--- src/rtl/pac_pkg.sv ---
// Shared sprite-plotter constants and FSM state encoding.
// The 5x5 sprite geometry lives here so the plotter and its users agree on it.
package pac_pkg;

    localparam int SPRITE_DIM  = 5;
    localparam int SPRITE_BITS = SPRITE_DIM * SPRITE_DIM;

    typedef enum logic [1:0] {
        IDLE = 2'd0,
        DRAW = 2'd1,
        DONE = 2'd2
    } state_t;

endpackage

--- src/rtl/sprite_plotter.sv ---
// Scans a latched 5x5 bitmap into one frame-buffer pixel write per cycle.
// Define SPRITE_PLOTTER_TRANSPARENT_EN to suppress writes for clear bits.
module sprite_plotter
    import pac_pkg::*;
#(
    parameter int X_W      = 8,
    parameter int Y_W      = 7,
    parameter int COLOUR_W = 3
) (
    input  logic                   clock,
    input  logic                   reset,
    input  logic                   start,
    input  logic [SPRITE_BITS-1:0] sprite,
    input  logic                   erase,
    input  logic [X_W-1:0]         x_base,
    input  logic [Y_W-1:0]         y_base,
    input  logic [COLOUR_W-1:0]    fg_colour,
    input  logic [COLOUR_W-1:0]    bg_colour,
    output logic [X_W-1:0]         x_out,
    output logic [Y_W-1:0]         y_out,
    output logic [COLOUR_W-1:0]    colour_out,
    output logic                   plot,
    output logic                   busy,
    output logic                   done
);

    localparam logic [2:0] LAST = 3'(SPRITE_DIM - 1);

    state_t state, state_nxt;

    logic [SPRITE_BITS-1:0] bits_q;
    logic                   erase_q;
    logic [X_W-1:0]         x_q;
    logic [Y_W-1:0]         y_q;
    logic [COLOUR_W-1:0]    fg_q;
    logic [COLOUR_W-1:0]    bg_q;
    logic [2:0]             row;
    logic [2:0]             col;
    logic                   last_px;
    logic                   cur_bit;
    logic                   px_plot;

    assign last_px = (row == LAST) && (col == LAST);
    // The bitmap is shifted left each pixel, so the current bit is always the MSB
    assign cur_bit = bits_q[SPRITE_BITS-1];

`ifdef SPRITE_PLOTTER_TRANSPARENT_EN
    assign px_plot = erase_q | cur_bit;
`else
    assign px_plot = 1'b1;
`endif

    always_ff @(posedge clock) begin
        if (reset) state <= IDLE;
        else       state <= state_nxt;
    end

    always_comb begin
        state_nxt = state;
        unique case (state)
            IDLE:    if (start) state_nxt = DRAW;
            DRAW:    if (last_px) state_nxt = DONE;
            DONE:    state_nxt = IDLE;
            default: state_nxt = IDLE;
        endcase
    end

    always_ff @(posedge clock) begin
        if (reset) begin
            bits_q     <= '0;
            erase_q    <= 1'b0;
            x_q        <= '0;
            y_q        <= '0;
            fg_q       <= '0;
            bg_q       <= '0;
            row        <= '0;
            col        <= '0;
            x_out      <= '0;
            y_out      <= '0;
            colour_out <= '0;
            plot       <= 1'b0;
            busy       <= 1'b0;
            done       <= 1'b0;
        end else begin
            plot <= 1'b0;
            busy <= 1'b0;
            done <= 1'b0;
            case (state)
                IDLE: begin
                    if (start) begin
                        bits_q  <= sprite;
                        erase_q <= erase;
                        x_q     <= x_base;
                        y_q     <= y_base;
                        fg_q    <= fg_colour;
                        bg_q    <= bg_colour;
                        row     <= '0;
                        col     <= '0;
                    end
                end
                DRAW: begin
                    x_out      <= x_q + X_W'(col);
                    y_out      <= y_q + Y_W'(row);
                    colour_out <= (cur_bit && !erase_q) ? fg_q : bg_q;
                    plot       <= px_plot;
                    busy       <= 1'b1;
                    bits_q     <= {bits_q[SPRITE_BITS-2:0], 1'b0};
                    if (col == LAST) begin
                        col <= '0;
                        row <= row + 3'd1;
                    end else begin
                        col <= col + 3'd1;
                    end
                end
                DONE: done <= 1'b1;
                default: ;
            endcase
        end
    end

endmodule
--- config.mk ---
export PLATFORM = sky130hd
export DESIGN_NAME = sprite_plotter
export DESIGN_NICKNAME = d
export VERILOG_FILES = /design/src/rtl/pac_pkg.sv /design/src/rtl/sprite_plotter.sv
export SDC_FILE = /design/constraint.sdc
export NUM_CORES = 1
export LEC_CHECK = 0
export ABC_AREA = 0
export CORE_AREA = 4 4 72 108
export DETAILED_ROUTE_END_ITERATION = 8
export DIE_AREA = 0 0 76 112
export HOLD_SLACK_MARGIN = 0.1
export PLACE_DENSITY = 0.89
export SYNTH_ARGS = -nofsm -noshare
export SYNTH_HDL_FRONTEND = slang
export SYNTH_SLANG_ARGS = --single-unit
--- constraint.sdc ---
create_clock -name clock -period 2.05 [get_ports clock]
set_input_delay 0.205 -clock clock [delete_from_list [all_inputs] [get_ports clock]]
set_output_delay 0.205 -clock clock [all_outputs]
set_load 0.02 [all_outputs]
==> results by group, run 1 <==
CTS
  • Hold Buf Count CTS: 0
  • CTS H-Tree Depth: 3
  • Reg clk slew, reported paths: roughly 80 ps
  • TritonCTS buffer count: 9
  • Clock Latency Late Sink: around 350 ps
  • Maximum clock insertion buffer count: 2
  • CTS sink cnt: 75
  • CTS root buf: clkbuf_8
  • Post-CTS Setup Inserts: 0
  • Post_cts resized: 0
  • CTS tree: yes

Global route
  • First-pass GRT wire length: 14.0 mm
  • GR Util All Layers: 19.7%
  • Initial antenna violation count: 0
  • Number of global-route vias before repair: roughly 3100
  • Total grt overflow: 0
  • Largest net degree at the start of global routing: 50

Setup path
  • Critical Path Fanout Max: 49
  • Worst EP arrival: approximately 2000 ps
  • Reg2Reg Setup Slack: between 200 and 250 ps
  • Max stage delay on crit path: 620 ps
  • Worst reg2reg startpoint: state[0]$_SDFFE_PP0P_
  • RR Endpoint: bits_q[9]$_SDFFE_PP0P_
  • CP Data Required Time: roughly 2300 ps
  • WS Path Type: reg2reg
  • Startpoint Class: flip-flop
  • Critical-path cell list: o21ba_4, nor2_1, a311oi_1
  • Worst Reg-to-Reg Cells: 3
  • Slowest library cell on the worst path: dfxtp_1
  • Worst Setup End Kind: flip-flop

Finish
  • Post-layout util: roughly 64%
  • Most common cell after layout, fill and taps aside: nand2_1
  • Nets: 524
  • Most frequent cells in the layout: nand2_1, dfxtp_1, clkdlybuf4s50_1, nor2_1, a21oi_1
  • Ant. Diodes: 0
  • Layout cells sized above 1: 6.85%
  • Area grow syn2layout: 26.2%

Power
  • Combinational power share: between 10% and 20%
  • Flop pwr share: about 45%
  • Leak: around 1.7 nW
  • Switching Power: about 0.90 mW
  • VDD IR max: between 0.0007 and 0.0008 V
  • Power Dens Cells: roughly 840 nW/µm²
  • Sw frac: around 25%
  • Int Pwr: ~2.7 mW
  • Clk pwr share: 40.8%
  • Tot Pwr: ~3.6 mW

Flow run
  • Max_cap viols: 0

Timing
  • RSZ-0062 raised after global routing: no
  • FMAX: ~550 MHz
  • Final Cycle Share: between 80 and 90%
  • PnR worst setup slack: 244 ps
  • # setup viols final: 0
  • Final-report hold violation count: 0
  • Worst hold slack: between 200 and 250 ps
  • Slew @ Worst Pin: between 500 and 600 ps
  • Rel. slew slack: between 60 and 70%
  • Final-report max-slew violation count: 0
  • Tmin final: 1810 ps
  • Clock skew: slightly above 6 ps
  • Setup TNS: 0 ps

Floorplanning
  • I/O pin count: 71
  • Core area: between 6000 and 7000 µm²
  • Starting Density: 50.5%
  • Die area: 8510 µm²
  • FP Rows: 37
  • DIE WIDTH: 76 µm
  • Die Y: about 110 µm

Synth
  • Cells after Synth: around 400
  • Syn_area_per_cell: 8.50 µm²
  • Register area share after synthesis: 43.7%
  • Syn. warnings: 0
  • #FFs+latches synth: 75
  • Mapped cell area: between 3000 and 4000 µm²
  • Syn nets: 466
  • Synth unique cells: 43

Worst hold path
  • Worst Hold Path Cells: 2
  • Worst Hold Class: in2reg
  • Hold endpoint: x_q[7]$_SDFFE_PP0P_
  • Hold Path Origin: reset

Place
  • Post-DP HPWL: 5.52 mm
  • Placer congestion estimate: between 0.7 and 0.8
  • Setup WS pre-CTS: between 200 and 250 ps
  • Number of port buffers: 70

Routing
  • Vias: just over 3000
  • DR WL/cell: 15.3 µm
  • Antenna viol nets, final: 0
  • Iter 0 DRT Violations: 190
  • Routed WL: 8.33 mm
  • Via density: ~5.6
  • First drt pass iteration count: 4
  • DRC violations left: 0

Status
  • Status: finished clean
final cells by class:
cell class / count / area (µm²)
tap: 78 / 97.6
clock inverter: 7 / 140
timing repair buffer: 79 / 763
inverter: 10 / 37.5
multi-input combinational: 287 / 1670
clock buffer: 9 / 124
sequential: 75 / 1500
fill: 567 / 2470
metal layers:
| metal | part of all wire [%] | wire [µm] | up-vias | global-route usage, % |
|---|---|---|---|---|
| li1 | - | - | 1527 | - |
| met1 | 40 | 3370 | 1436 | 21.9 |
| met2 | 52 | 4300 | 73 | 33.8 |
| met3 | 3.8 | 319 | 27 | 3.72 |
| met4 | 4.1 | 342 | 0 | 12.5 |
| met5 | 0 | 0 | - | 0 |
critical path: cells and delay by family (launching register included):
| family | cells | cell delay (ps) |
|---|---|---|
| AND/OR/NAND/NOR | 1 | 130 |
| flip-flops | 1 | 620 |
| AO/OA/AOI/OAI | 2 | 940 |
cells by family after synthesis:
kind of cell / share of synthesized area (%)
flip-flops: 43.7
multiplexers: 0.875
AO/OA/AOI/OAI: 20.3
buffers and inverters: 7.69
XOR/XNOR: 0.510
adder cells (fa/ha/maj): 4.81
AND/OR/NAND/NOR: 22.1
synth_stat cells:
cell type  number  area [µm²]
nand2_1       103         387
dfxtp_1        75        1500
nor2_1         38         143
a21oi_1        32         160
a311oi_1       24         210
o21ai_0        14        70.1
a211oi_1       12        90.1
buf_6          10         113
ha_1           10         125
inv_1          10        37.5
clkbuf_1        8        30.0
buf_2           7        35.0
buf_4           6        45.0
nand3_1         5        25.0
o2111a_1        4        45.0
or3_1           4        25.0
a31oi_1         3        18.8
mux2i_1         3        30.0
nand4_1         3        18.8
and3_1          2        12.5
fa_1            2        40.0
nand2b_1        2        12.5
nor2b_1         2        12.5
o2111ai_1       2        17.5
o311ai_1        2        17.5
o31ai_1         2        15.0
or4_1           2        15.0
xnor2_1         2        17.5
a211oi_2        1        12.5
a32oi_1         1        8.76
buf_1           1        3.75
nand2b_4        1        13.8
nand3b_1        1        7.51
nand4b_4        1        23.8
nor2b_4         1        13.8
nor3_1          1        5.00
nor3b_1         1        7.51
nor3b_4         1        18.8
nor4b_1         1        8.76
o211ai_1        1        7.51
o21ba_4         1        16.3
o21bai_1        1        7.51
or3b_1          1        8.76
how the worst max path moves through the flow:
| stage | depth (start not counted) | slack, ps | endpoint | startpoint |
|---|---|---|---|---|
| after CTS | 3 | 250 | bits_q[9]$_SDFFE_PP0P_ | state[0]$_SDFFE_PP0P_ |
| after detailed placement | 4 | 240 | bits_q[12]$_SDFFE_PP0P_ | start |
| after global routing | 3 | 160 | bits_q[9]$_SDFFE_PP0P_ | state[0]$_SDFFE_PP0P_ |
| after global placement | 4 | 420 | bits_q[18]$_SDFFE_PP0P_ | start |
| after floorplan | 6 | 520 | x_out[4]$_SDFFE_PP0P_ | col[0]$_SDFFE_PP0P_ |
| final | 3 | 240 | bits_q[9]$_SDFFE_PP0P_ | state[0]$_SDFFE_PP0P_ |
state kept, by name (all words and copies together), names as in the netlist, 2 cells and up:
name,cells
bg_q,3
bits_q,25
col,3
colour_out,3
fg_q,3
row,3
state,2
x_out,8
x_q,8
y_out,7
y_q,7
power by group through the flow:
stage	sequential, mW	clock [mW]	combinational [mW]
after CTS	1.63	1.50	0.514
after floorplan	1.67	0	0.310
after global routing	1.64	1.55	0.564
after global placement	1.66	0	0.491
final	1.63	1.48	0.512
after detailed placement	1.66	0	0.504
stage by stage:
stage / area [µm²] / instances
detailed placement: 4070 / 529
finish: 4330 / 545
global placement: 4070 / 529
CTS: 4330 / 545
global route: 4330 / 545
floorplan: 3430 / 404
No activity file was read; power rests on OpenSTA's default activity.
==> run 2, diff against run 1 <==
- CORE_AREA: 4 4 72 108 -> 2 2 70 106
- DIE_AREA: 0 0 76 112 -> 0 0 72 108
==> results by group, run 2 (synthesized netlist as in run 1, its figures left out) <==
Place
  • Dpl cell area: 4060 µm² (-0.25%)
  • # placed instances: 526 (-0.57%)
  • Number of port buffers: 70 (unchanged)
  • Post-DP HPWL: 5.21 mm (-5.6%)
  • Placer congestion estimate: 0.806 (+2.8%)
  • Setup WS pre-CTS: 315 ps (+79.3 ps)

Timing
  • Final-report hold violation count: 0 (unchanged)
  • Rel. slew slack: 63.8% (+0.60 points)
  • Clock skew: 6.96 ps (+0.906 ps)
  • Setup TNS: 0 ps (unchanged)
  • RSZ-0062 raised after global routing: no
  • Final-report max-slew violation count: 0 (unchanged)
  • PnR worst setup slack: 306 ps (+62.6 ps)
  • Final Cycle Share: 85.1% (-3.1 points)
  • Tmin final: 1740 ps (-62.6 ps)
  • FMAX: 574 MHz (+3.6%)
  • Slew @ Worst Pin: 544 ps (-8.95 ps)
  • # setup viols final: 0 (unchanged)
  • Worst hold slack: 286 ps (+37.2 ps)

Power
  • Power Dens Cells: 780 nW/µm² (-6.8%)
  • VDD IR max: 0.000430 V (-45%)
  • Tot Pwr: 3.33 mW (-8.1%)
  • Flop pwr share: 48.9% (+3.9 points)
  • Switching Power: 0.870 mW (-2.9%)
  • Sw frac: 26.1% (+1.4 points)
  • Combinational power share: 15.2% (+1.1 points)
  • Int Pwr: 2.46 mW (-9.8%)
  • Clk pwr share: 35.9% (-4.9 points)
  • Leak: 1.62 nW (-2.1%)

Finish
  • Final Cell Area: 4270 µm² (-1.4%)
  • Layout cells sized above 1: 6.03% (-0.82 points)
  • Filler cells: 604 (+6.5%)
  • Register name with the most flops: bits_q
  • Ant. Diodes: 0 (unchanged)
  • Post-route insts no fill: 542 (-0.55%)
  • Area grow syn2layout: 24.4%
  • Most common cell after layout, fill and taps aside: nand2_1
  • Post-layout util: 62.8% (-0.88 points)
  • Most frequent cells in the layout: nand2_1, dfxtp_1, clkdlybuf4s50_1, nor2_1, a21oi_1
  • Largest regs: bits_q: 25 flops, x_out: 8 flops, x_q: 8 flops
  • Max reg flops: 25 (unchanged)
  • Nets: 521 (-0.57%)

Setup path
  • RR Endpoint: x_out[6]$_SDFFE_PP0P_
  • Critical Path Fanout Max: 5 (-90%)
  • CP Data Required Time: 2310 ps (+20 ps)
  • WP buf/inv: 1 (+1)
  • Worst Reg-to-Reg Cells: 6 (+3)
  • Worst EP arrival: 2010 ps (-30 ps)
  • Worst Setup End Kind: flip-flop
  • Max stage delay on crit path: 420 ps (-200 ps)
  • WS Path Type: reg2reg
  • Slowest library cell on the worst path: dfxtp_1
  • Startpoint Class: flip-flop
  • Reg2Reg Setup Slack: 310 ps (+60 ps)
  • Worst reg2reg startpoint: col[0]$_SDFFE_PP0P_
  • Critical-path cell list: ha_1, inv_1, fa_1, nor2b_1, o21ai_0, a211oi_1
  • CP top delay family: adder cells

Floorplanning
  • FP Rows: 37 (unchanged)
  • DIE WIDTH: 72 µm (-5.3%)
  • Die area: 7780 µm² (-8.6%)
  • Core area: 6810 µm² (unchanged)
  • Die Y: 108 µm (-3.6%)
  • Starting Density: 50.5% (unchanged)
  • I/O pin count: 71 (unchanged)

Worst hold path
  • Hold Path Origin: reset
  • Worst Hold Class: in2reg
  • Worst Hold Path Cells: 2 (unchanged)
  • Hold endpoint: y_q[5]$_SDFFE_PP0P_

Global route
  • Number of global-route vias before repair: 2951 (-4.1%)
  • First-pass GRT wire length: 12.9 mm (-7.7%)
  • Initial antenna violation count: 0 (unchanged)
  • Largest net degree at the start of global routing: 60 (+20%)
  • Total grt overflow: 0 (unchanged)
  • GR Util All Layers: 20.9% (+1.2 points)

Status
  • Status: finished clean

CTS
  • TritonCTS buffer count: 9 (unchanged)
  • CTS H-Tree Depth: 3 (unchanged)
  • Clock Latency Late Sink: 340 ps (about the same)
  • CTS tree: yes
  • Post-CTS Setup Inserts: 0 (unchanged)
  • Hold Buf Count CTS: 0 (unchanged)
  • Post_cts resized: 0 (unchanged)
  • Reg clk slew, reported paths: 80 ps (about the same)
  • CTS sink cnt: 75 (unchanged)
  • CTS root buf: clkbuf_8
  • Maximum clock insertion buffer count: 2 (unchanged)

Flow run
  • Max_cap viols: 0 (unchanged)

Routing
  • First drt pass iteration count: 4 (unchanged)
  • DR WL/cell: 14.6 µm (-4.3%)
  • Met3 wire length: 332 µm (+4.1%)
  • Antenna viol nets, final: 0 (unchanged)
  • Iter 0 DRT Violations: 219 (+15%)
  • Met1 wire length: 3.24 mm (-3.6%)
  • Routed WL: 7.93 mm (-4.8%)
  • Vias: 3011 (-1.7%)
  • Via density: 5.56 (-1.2%)
  • Top Metal Used: met4
  • Metal2 WL: 4.15 mm (-3.6%)
  • DRC violations left: 0 (unchanged)
run 2: per-layer routing:
layer,GRT usage [%],vias to the layer above
li1,-,1515
met2,36.8,81
met1,23.6,1397
met4,9.16,0
met5,0,-
met3,4.94,18
run 2: how the worst max path moves through the flow:
stage                                startpoint                endpoint  slack (ps)  cells after the start
after floorplan             col[0]$_SDFFE_PP0P_   x_out[4]$_SDFFE_PP0P_         520                      6
after global placement                    start  bits_q[7]$_SDFFE_PP0P_         400                      4
after detailed placement    col[0]$_SDFFE_PP0P_   x_out[6]$_SDFFE_PP0P_         310                      6
after CTS                   col[0]$_SDFFE_PP0P_   x_out[4]$_SDFFE_PP0P_         300                      6
after global routing      state[0]$_SDFFE_PP0P_  bits_q[4]$_SDFFE_PP0P_         150                      3
final                       col[0]$_SDFFE_PP0P_   x_out[6]$_SDFFE_PP0P_         310                      6
run 2: worst reg2reg max path: cells and delay by family, from the launching register on:
kind,cells,cell delay [ps]
adders and majority gates,2,610
DFF,1,420
AOI/OAI and AO/OA,2,340
and+or+nand+nor,1,240
buffers and inverters,1,60
run 2: layout make-up:
class	instances	area, µm²	share of cell area (%)
sequential	75	1500	35.1
inverter	10	37.5	0.879
multi-input combinational	287	1670	39.0
tap	78	97.6	2.28
clock inverter	3	45.0	1.05
timing repair buffer	76	753	17.6
clock buffer	13	169	3.95
run 2: power by group through the flow:
stage / logic (mW) / clock network, mW / registers (mW)
6_report: 0.506 / 1.20 / 1.63
5_1_grt: 0.562 / 1.26 / 1.64
3_3_place_gp: 0.491 / 0 / 1.66
4_1_cts: 0.509 / 1.21 / 1.63
3_5_place_dp: 0.502 / 0 / 1.66
2_1_floorplan: 0.310 / 0 / 1.67
